$ cat src/rtl/bnn_pkg.sv
// Shared constants and types for the 8-8-4 BNN core and its vote accumulator.
// Contents: layer sizes, vote accumulator defaults, vote_state_t.
package bnn_pkg;

   // Layer sizes of the BNN core (input, hidden, output neurons).
   localparam int unsigned L0_SIZE = 8;
   localparam int unsigned L1_SIZE = 8;
   localparam int unsigned L2_SIZE = 4;

   // Vote accumulator defaults; one class per output neuron.
   localparam int unsigned NUM_CLASSES  = L2_SIZE;
   localparam int unsigned CLASS_W      = 2;
   localparam int unsigned CNT_W        = 5;
   localparam int unsigned VOTE_WINDOW  = 16;
   localparam int unsigned SAMPLE_W     = 8;   // holds WINDOW up to 255

   typedef enum logic [1:0] {
      IDLE  = 2'd0,
      ACCUM = 2'd1,
      SCAN  = 2'd2,
      HOLD  = 2'd3
   } vote_state_t;

endpackage

$ cat src/rtl/bnn_vote_counter_bank.sv
// Per-class fire counters with synchronous clear, load and increment, plus a
// read mux used by the argmax scan.
// Ports: clk, reset (async, active-high), clr_i, ld_i, inc_i, bits_i (one bit
// per class), rd_idx_i (class to read), rd_cnt_o (count of that class).
module bnn_vote_counter_bank #(
   parameter int unsigned NUM_CLASSES = 4,
   parameter int unsigned CNT_W       = 5,
   parameter int unsigned CLASS_W     = 2,
   parameter int unsigned WINDOW      = 16
) (
   input  logic                   clk,
   input  logic                   reset,
   input  logic                   clr_i,
   input  logic                   ld_i,
   input  logic                   inc_i,
   input  logic [NUM_CLASSES-1:0] bits_i,
   input  logic [CLASS_W-1:0]     rd_idx_i,
   output logic [CNT_W-1:0]       rd_cnt_o
);

   logic [CNT_W-1:0] cnt_q [NUM_CLASSES];
   logic [CNT_W-1:0] cnt_d [NUM_CLASSES];

   // Priority: clear, then load (first sample of a window), then increment.
   always_comb begin
      for (int c = 0; c < int'(NUM_CLASSES); c++) begin
         cnt_d[c] = cnt_q[c];
         if (clr_i)
            cnt_d[c] = '0;
         else if (ld_i)
            cnt_d[c] = CNT_W'(bits_i[c]);
         else if (inc_i)
            cnt_d[c] = cnt_q[c] + CNT_W'(bits_i[c]);
      end
   end

   always_ff @(posedge clk or posedge reset) begin
      if (reset) begin
         for (int c = 0; c < int'(NUM_CLASSES); c++) cnt_q[c] <= '0;
      end else begin
         for (int c = 0; c < int'(NUM_CLASSES); c++) cnt_q[c] <= cnt_d[c];
      end
   end

   assign rd_cnt_o = cnt_q[rd_idx_i];

   // At most one increment per sample, so a count can never exceed WINDOW.
   for (genvar c = 0; c < NUM_CLASSES; c++) begin : g_chk
      a_cnt_bound: assert property (@(posedge clk) disable iff (reset)
                                    cnt_q[c] <= CNT_W'(WINDOW));
   end

endmodule

$ cat src/rtl/bnn_vote_accumulator.sv
// Counts per-class firings of the BNN output vector over a window of samples,
// then scans the counts one class per cycle to pick the argmax (lowest index
// wins ties) and holds the decision on a valid/ready handshake.
// Ports: clk, reset (async, active-high), clear (sync abort), in_valid/in_bits/
// in_ready (sample input), out_valid/out_ready/out_class/out_count/out_tie
// (decision output), dropped (sticky discarded-sample flag), busy.
module bnn_vote_accumulator
   import bnn_pkg::*;
#(
   parameter int unsigned NUM_CLASSES = bnn_pkg::NUM_CLASSES,
   parameter int unsigned WINDOW      = VOTE_WINDOW,
   parameter int unsigned CNT_W       = bnn_pkg::CNT_W,
   parameter int unsigned CLASS_W     = bnn_pkg::CLASS_W
) (
   input  logic                   clk,
   input  logic                   reset,
   input  logic                   clear,
   input  logic                   in_valid,
   input  logic [NUM_CLASSES-1:0] in_bits,
   output logic                   in_ready,
   output logic                   out_valid,
   input  logic                   out_ready,
   output logic [CLASS_W-1:0]     out_class,
   output logic [CNT_W-1:0]       out_count,
   output logic                   out_tie,
   output logic                   dropped,
   output logic                   busy
);

   vote_state_t         state_q, state_d;
   logic [SAMPLE_W-1:0] sample_cnt_q, sample_cnt_d;
   logic [CLASS_W-1:0]  scan_idx_q, scan_idx_d;
   logic [CNT_W-1:0]    best_q, best_d;
   logic [CLASS_W-1:0]  arg_q, arg_d;
   logic                tie_q, tie_d;
   logic                out_valid_q, out_valid_d;
   logic [CLASS_W-1:0]  out_class_q, out_class_d;
   logic [CNT_W-1:0]    out_count_q, out_count_d;
   logic                out_tie_q, out_tie_d;
   logic                dropped_q, dropped_d;
   logic                in_ready_q, in_ready_d;
   logic                busy_q, busy_d;

   logic                accept;
   logic                cnt_clr, cnt_ld, cnt_inc;
   logic [CNT_W-1:0]    rd_cnt;

   bnn_vote_counter_bank #(
      .NUM_CLASSES (NUM_CLASSES),
      .CNT_W       (CNT_W),
      .CLASS_W     (CLASS_W),
      .WINDOW      (WINDOW)
   ) u_bank (
      .clk      (clk),
      .reset    (reset),
      .clr_i    (cnt_clr),
      .ld_i     (cnt_ld),
      .inc_i    (cnt_inc),
      .bits_i   (in_bits),
      .rd_idx_i (scan_idx_q),
      .rd_cnt_o (rd_cnt)
   );

   // Next-state and output logic.
   always_comb begin
      state_d      = state_q;
      sample_cnt_d = sample_cnt_q;
      scan_idx_d   = scan_idx_q;
      best_d       = best_q;
      arg_d        = arg_q;
      tie_d        = tie_q;
      out_valid_d  = out_valid_q;
      out_class_d  = out_class_q;
      out_count_d  = out_count_q;
      out_tie_d    = out_tie_q;
      dropped_d    = dropped_q;
      cnt_clr      = 1'b0;
      cnt_ld       = 1'b0;
      cnt_inc      = 1'b0;
      accept       = in_valid && in_ready_q;

      if (in_valid && !in_ready_q) dropped_d = 1'b1;

      case (state_q)
         IDLE: begin
            if (accept) begin
               cnt_ld       = 1'b1;
               sample_cnt_d = SAMPLE_W'(1);
               scan_idx_d   = '0;
               state_d      = (WINDOW == 1) ? SCAN : ACCUM;
            end
         end
         ACCUM: begin
            if (accept) begin
               cnt_inc      = 1'b1;
               sample_cnt_d = sample_cnt_q + SAMPLE_W'(1);
               if (sample_cnt_d == SAMPLE_W'(WINDOW)) begin
                  scan_idx_d = '0;
                  state_d    = SCAN;
               end
            end
         end
         SCAN: begin
            if (scan_idx_q == '0) begin
               best_d = rd_cnt;
               arg_d  = '0;
               tie_d  = 1'b0;
            end else if (rd_cnt > best_q) begin
               best_d = rd_cnt;
               arg_d  = scan_idx_q;
               tie_d  = 1'b0;
            end else if (rd_cnt == best_q) begin
               tie_d  = 1'b1;
            end
            if (scan_idx_q == CLASS_W'(NUM_CLASSES - 1)) begin
               out_valid_d = 1'b1;
               out_class_d = arg_d;
               out_count_d = best_d;
               out_tie_d   = tie_d;
               state_d     = HOLD;
            end else begin
               scan_idx_d  = scan_idx_q + CLASS_W'(1);
            end
         end
         HOLD: begin
            if (out_ready) begin
               out_valid_d  = 1'b0;
               cnt_clr      = 1'b1;
               sample_cnt_d = '0;
               state_d      = IDLE;
            end
         end
      endcase

      // Abort wins over everything above; a same-cycle sample is not counted.
      if (clear) begin
         state_d      = IDLE;
         cnt_clr      = 1'b1;
         cnt_ld       = 1'b0;
         cnt_inc      = 1'b0;
         sample_cnt_d = '0;
         scan_idx_d   = '0;
         out_valid_d  = 1'b0;
         out_class_d  = '0;
         out_count_d  = '0;
         out_tie_d    = 1'b0;
         dropped_d    = 1'b0;
      end

      // Registered status flags follow the state being entered.
      in_ready_d = (state_d == IDLE) || (state_d == ACCUM);
      busy_d     = (state_d != IDLE);
   end

   always_ff @(posedge clk or posedge reset) begin
      if (reset) begin
         state_q      <= IDLE;
         sample_cnt_q <= '0;
         scan_idx_q   <= '0;
         best_q       <= '0;
         arg_q        <= '0;
         tie_q        <= 1'b0;
         out_valid_q  <= 1'b0;
         out_class_q  <= '0;
         out_count_q  <= '0;
         out_tie_q    <= 1'b0;
         dropped_q    <= 1'b0;
         in_ready_q   <= 1'b0;
         busy_q       <= 1'b0;
      end else begin
         state_q      <= state_d;
         sample_cnt_q <= sample_cnt_d;
         scan_idx_q   <= scan_idx_d;
         best_q       <= best_d;
         arg_q        <= arg_d;
         tie_q        <= tie_d;
         out_valid_q  <= out_valid_d;
         out_class_q  <= out_class_d;
         out_count_q  <= out_count_d;
         out_tie_q    <= out_tie_d;
         dropped_q    <= dropped_d;
         in_ready_q   <= in_ready_d;
         busy_q       <= busy_d;
      end
   end

   assign in_ready  = in_ready_q;
   assign out_valid = out_valid_q;
   assign out_class = out_class_q;
   assign out_count = out_count_q;
   assign out_tie   = out_tie_q;
   assign dropped   = dropped_q;
   assign busy      = busy_q;

endmodule

$ cat config.mk
export PLATFORM = sky130hd
export DESIGN_NAME = bnn_vote_accumulator
export DESIGN_NICKNAME = d
export VERILOG_FILES = /design/src/rtl/bnn_pkg.sv /design/src/rtl/bnn_vote_counter_bank.sv /design/src/rtl/bnn_vote_accumulator.sv
export SDC_FILE = /design/constraint.sdc
export NUM_CORES = 1
export LEC_CHECK = 0
export ABC_AREA = 1
export ABC_CLOCK_PERIOD_IN_PS = 2900
export BUFFER_PORTS_ARGS = -buffer_cell sky130_fd_sc_hd__buf_2
export CAP_MARGIN = 20
export CORE_MARGIN = 3
export CORE_UTILIZATION = 55
export CTS_CLUSTER_SIZE = 8
export DETAILED_ROUTE_END_ITERATION = 7
export HOLD_SLACK_MARGIN = 0.15
export PLACE_DENSITY = 0.81
export SLEW_MARGIN = 30
export SYNTH_ARGS = -nofsm -noshare
export SYNTH_HDL_FRONTEND = slang
export SYNTH_HIERARCHICAL = 1
export SYNTH_SLANG_ARGS = --single-unit
$ cat constraint.sdc
create_clock -name clk -period 2.9 [get_ports clk]
set_input_delay 0.58 -clock clk [delete_from_list [all_inputs] [get_ports clk]]
set_output_delay 0.58 -clock clk [all_outputs]
set_load 0.03 [all_outputs]
==> out/qor.yml <==
fmaxAchievable_mhz: 402
maxSlewHeadroom_pct: 46.9
grt_pass1_wl_microns: 11700
cp-start-kind: "flop"
fin_crit_ns: 2.49
via_per_inst: 5.56
fp.dieW_microns: 81.7
run_status: "complete, no violations"
r2r_cells: 13
drv_cap: 0
synth_xor_area_share_pct: 0.833
ant_nets: 0
syn_to_final_growth_pct: 7.18
finalSetupTns_ns: 0
io_pins: 21
cts_setup_buffers: 0
row_count: 26
ys.flop_type: "dfrtp_1"
power.internal_mw: 1.39
p_per_area_nw_per_um2: 737
dpl.hpwl_microns: 4990
fin_crit_sh_pct: 85.8
first_global_vias: 2617
crit_path_end_kind: "flop"
io_buffers: 20
dp_cells: 488
num-nets-final: 454
cts_tree: "built"
synth_edf_count: 0
seqPwrFrac_pct: 37.8
rsz0062_at_grt: "false"
grt_overflow: 0
synth_compound_area_share_pct: 14.0
drive_gt1_share_pct: 12.7
arrival_ns: 2.71
postSynth.asyncResetShare_pct: 100
leakage_nw: 1.60
diodes: 0
swShare_pct: 44.2
die_area_sq_um: 6680
ctsHoldBuffers: 0
gp_congestion: 0.889
cpPeakStageDelay_ns: 0.50
drt-total-wl_microns: 6540
clockRootBuffer: "clkbuf_8"
path_common_cell: "nand2_1"
antenna_found_initial: 0
combPwrFrac_pct: 46.5
cts_resized: 0
reg2reg_from: "scan_idx_q[0]$_DFFE_PP0P_"
clock-sinks: 52
core_sq_um: 5340
yosys.area_share.simple_pct: 27.5
synth_nets: 433
ys_seq_elements: 52
grt_max_degree: 33
die_y_microns: 81.7
cp.required_ns: 3.12
worstSkewPairLatency_ns: 0.30
grt_use_total_pct: 21.8
wl_per_cell_microns: 13.2
drt_iter0_markers: 119
slew_viol_final: 0
final_cell_count_no_fill: 495
yosysWarnings: 6
finalHoldViolations: 0
p_clk_share_pct: 15.7
setup_violations: 0
tightestPinTransition_ns: 0.795
dr_total_vias: 2753
path_clk_slew_ns: 0.09
hp-class: "in -> async"
cp_cell_sequence: "inv_1 > o21ai_0 > o22ai_1 > ha_1 > nand2_1 > nor2_1 > nand2_1 > o211ai_2 > nand2_2 > nand2_1 > a21oi_1 > nand2_1 > o21ai_0"
worstPathMaxFanout: 13
numCtsBuffers: 5
cts.path.max_buffers: 2
drcViolationCount: 0
slowest_stage: "dfrtp_1"
syn_area_per_cell_sq_um: 7.81
synth.cell_area_sq_um: 3160
fin_skew_ns: 0.00746
synth.distinct_cells: 36
cts_htree_levels: 2
ir_worst_vdd_uv: 469
synthAdderAreaFrac_pct: 7.93
synthMuxAreaShare_pct: 0
power.switching_mw: 1.10
r2r_setup_slack_ns: 0.41
r2r-end: "tie_q$_DFFE_PP0P_"
start_util_pct: 59.1
synth_top_family_by_area: "simple AND/OR/NAND/NOR gates"
path_class: "reg -> reg"
firstDrtPassIters: 5
ys_seq_area_share_pct: 41.2
synth_cells: 404
## logic make-up (layout without fill, tap and decap cells)
group | count (synthesis) | count (layout)
adder cells (fa/ha/maj) | 20 | 20
AND/OR/NAND/NOR | 189 | 189
flip-flops | 52 | 52
buffers and inverters | 63 | 84
XOR/XNOR | 3 | 3
AO/OA/AOI/OAI | 77 | 77
## registers in the layout, summed over array words and instances (netlist names)
name	flops
u_bank/cnt_q	20
sample_cnt_q	8
best_q	5
out_count	5
arg_q	2
out_class	2
scan_idx_q	2
state_q	2
busy	1
dropped	1
in_ready	1
out_tie	1
out_valid	1
tie_q	1
## final cells by class
| type | count | area [sq um] |
|---|---|---|
| clock buffers | 6 | 72.6 |
| multi-input cells | 289 | 1580 |
| flip-flops and latches | 52 | 1300 |
| repair buffers | 24 | 130 |
| clock inverters | 1 | 5.00 |
| well taps | 70 | 87.6 |
| inverters | 53 | 201 |
| fillers | 468 | 1950 |
## worst max path at each step
stage | startpoint | to | slack (ns)
finish | scan_idx_q[0]$_DFFE_PP0P_ | tie_q$_DFFE_PP0P_ | 0.41
global route | scan_idx_q[0]$_DFFE_PP0P_ | best_q[3]$_DFFE_PP0P_ | 0.08
CTS | scan_idx_q[0]$_DFFE_PP0P_ | best_q[3]$_DFFE_PP0P_ | 0.44
detailed placement | scan_idx_q[0]$_DFFE_PP0P_ | best_q[3]$_DFFE_PP0P_ | 0.48
global placement | scan_idx_q[0]$_DFFE_PP0P_ | best_q[3]$_DFFE_PP0P_ | 0.62
floorplan | scan_idx_q[0]$_DFFE_PP0P_ | best_q[3]$_DFFE_PP0P_ | 0.72
## per-stage QoR
step	util, %	power [mW]	hold slack [ns]	worst slack (ns)	area [sq um]
after floorplan	-	1.87	0.473	0.716	3160
after global routing	63.4	2.73	0.398	0.0811	3380
after global placement	61.9	2.05	0.471	0.622	3300
after detailed placement	61.9	2.09	0.485	0.478	3300
final	63.4	2.49	0.368	0.413	3380
after CTS	63.4	2.49	0.387	0.437	3380
## cell usage in the layout (no fill, tap or decap), drive strengths merged
cell type,instances
o311a,1
nand4,2
o21ai,37
nand3,51
a311oi,1
inv,52
a221oi,1
ha,20
nor2,43
clkbuf,6
dfrtp,52
a31oi,3
clkinv,2
o211ai,1
nand2,81
a21boi,1
nor3b,1
a21oi,25
buf,24
o22ai,6
xnor2,1
xor2,2
o221ai,1
nor3,7
or2,4
## metal layers
metal  vias to the layer above  track usage [%]  share of wire (%)
li1                       1379                -                  -
met1                      1301             29.5                 47
met2                        67             37.2                 48
met3                         6             3.62                4.4
met4                         0             3.65               0.70
met5                         -                0                  0
## power groups by stage
stage               sequential (mW)  combinational, mW  clock [mW]
CTS                           0.940               1.16       0.397
global placement              0.951               1.10           0
global route                  0.956               1.34       0.435
finish                        0.942               1.16       0.393
detailed placement            0.954               1.14           0
floorplan                     0.958              0.911           0
## cell usage after synthesis (2+ instances only)
cell	count	area (sq um)
nor3_1	7	35.0
nand2_2	6	37.5
nand2_1	74	278
clkbuf_1	2	7.51
or2_2	3	18.8
nor2_2	3	18.8
nand3_1	47	235
ha_1	20	250
o21ai_1	8	40.0
inv_2	3	11.3
inv_1	48	180
buf_6	3	33.8
nor2_1	39	146
xor2_1	2	17.5
dfrtp_1	52	1300
buf_2	4	20.0
nand3_2	4	40.0
o21ai_0	29	145
a21oi_1	25	125
nand4_1	2	12.5
o22ai_1	6	37.5
a31oi_1	3	18.8
## worst max-delay path, delay by kind of cell (launching register included)
family                     cells  cell delay, ns
and+or+nand+nor                6            0.58
adders and majority gates      1            0.30
DFF                            1            0.50
AOI/OAI and AO/OA              5            0.77
buffers and inverters          1            0.27
Power figures use the tool's default switching activity.
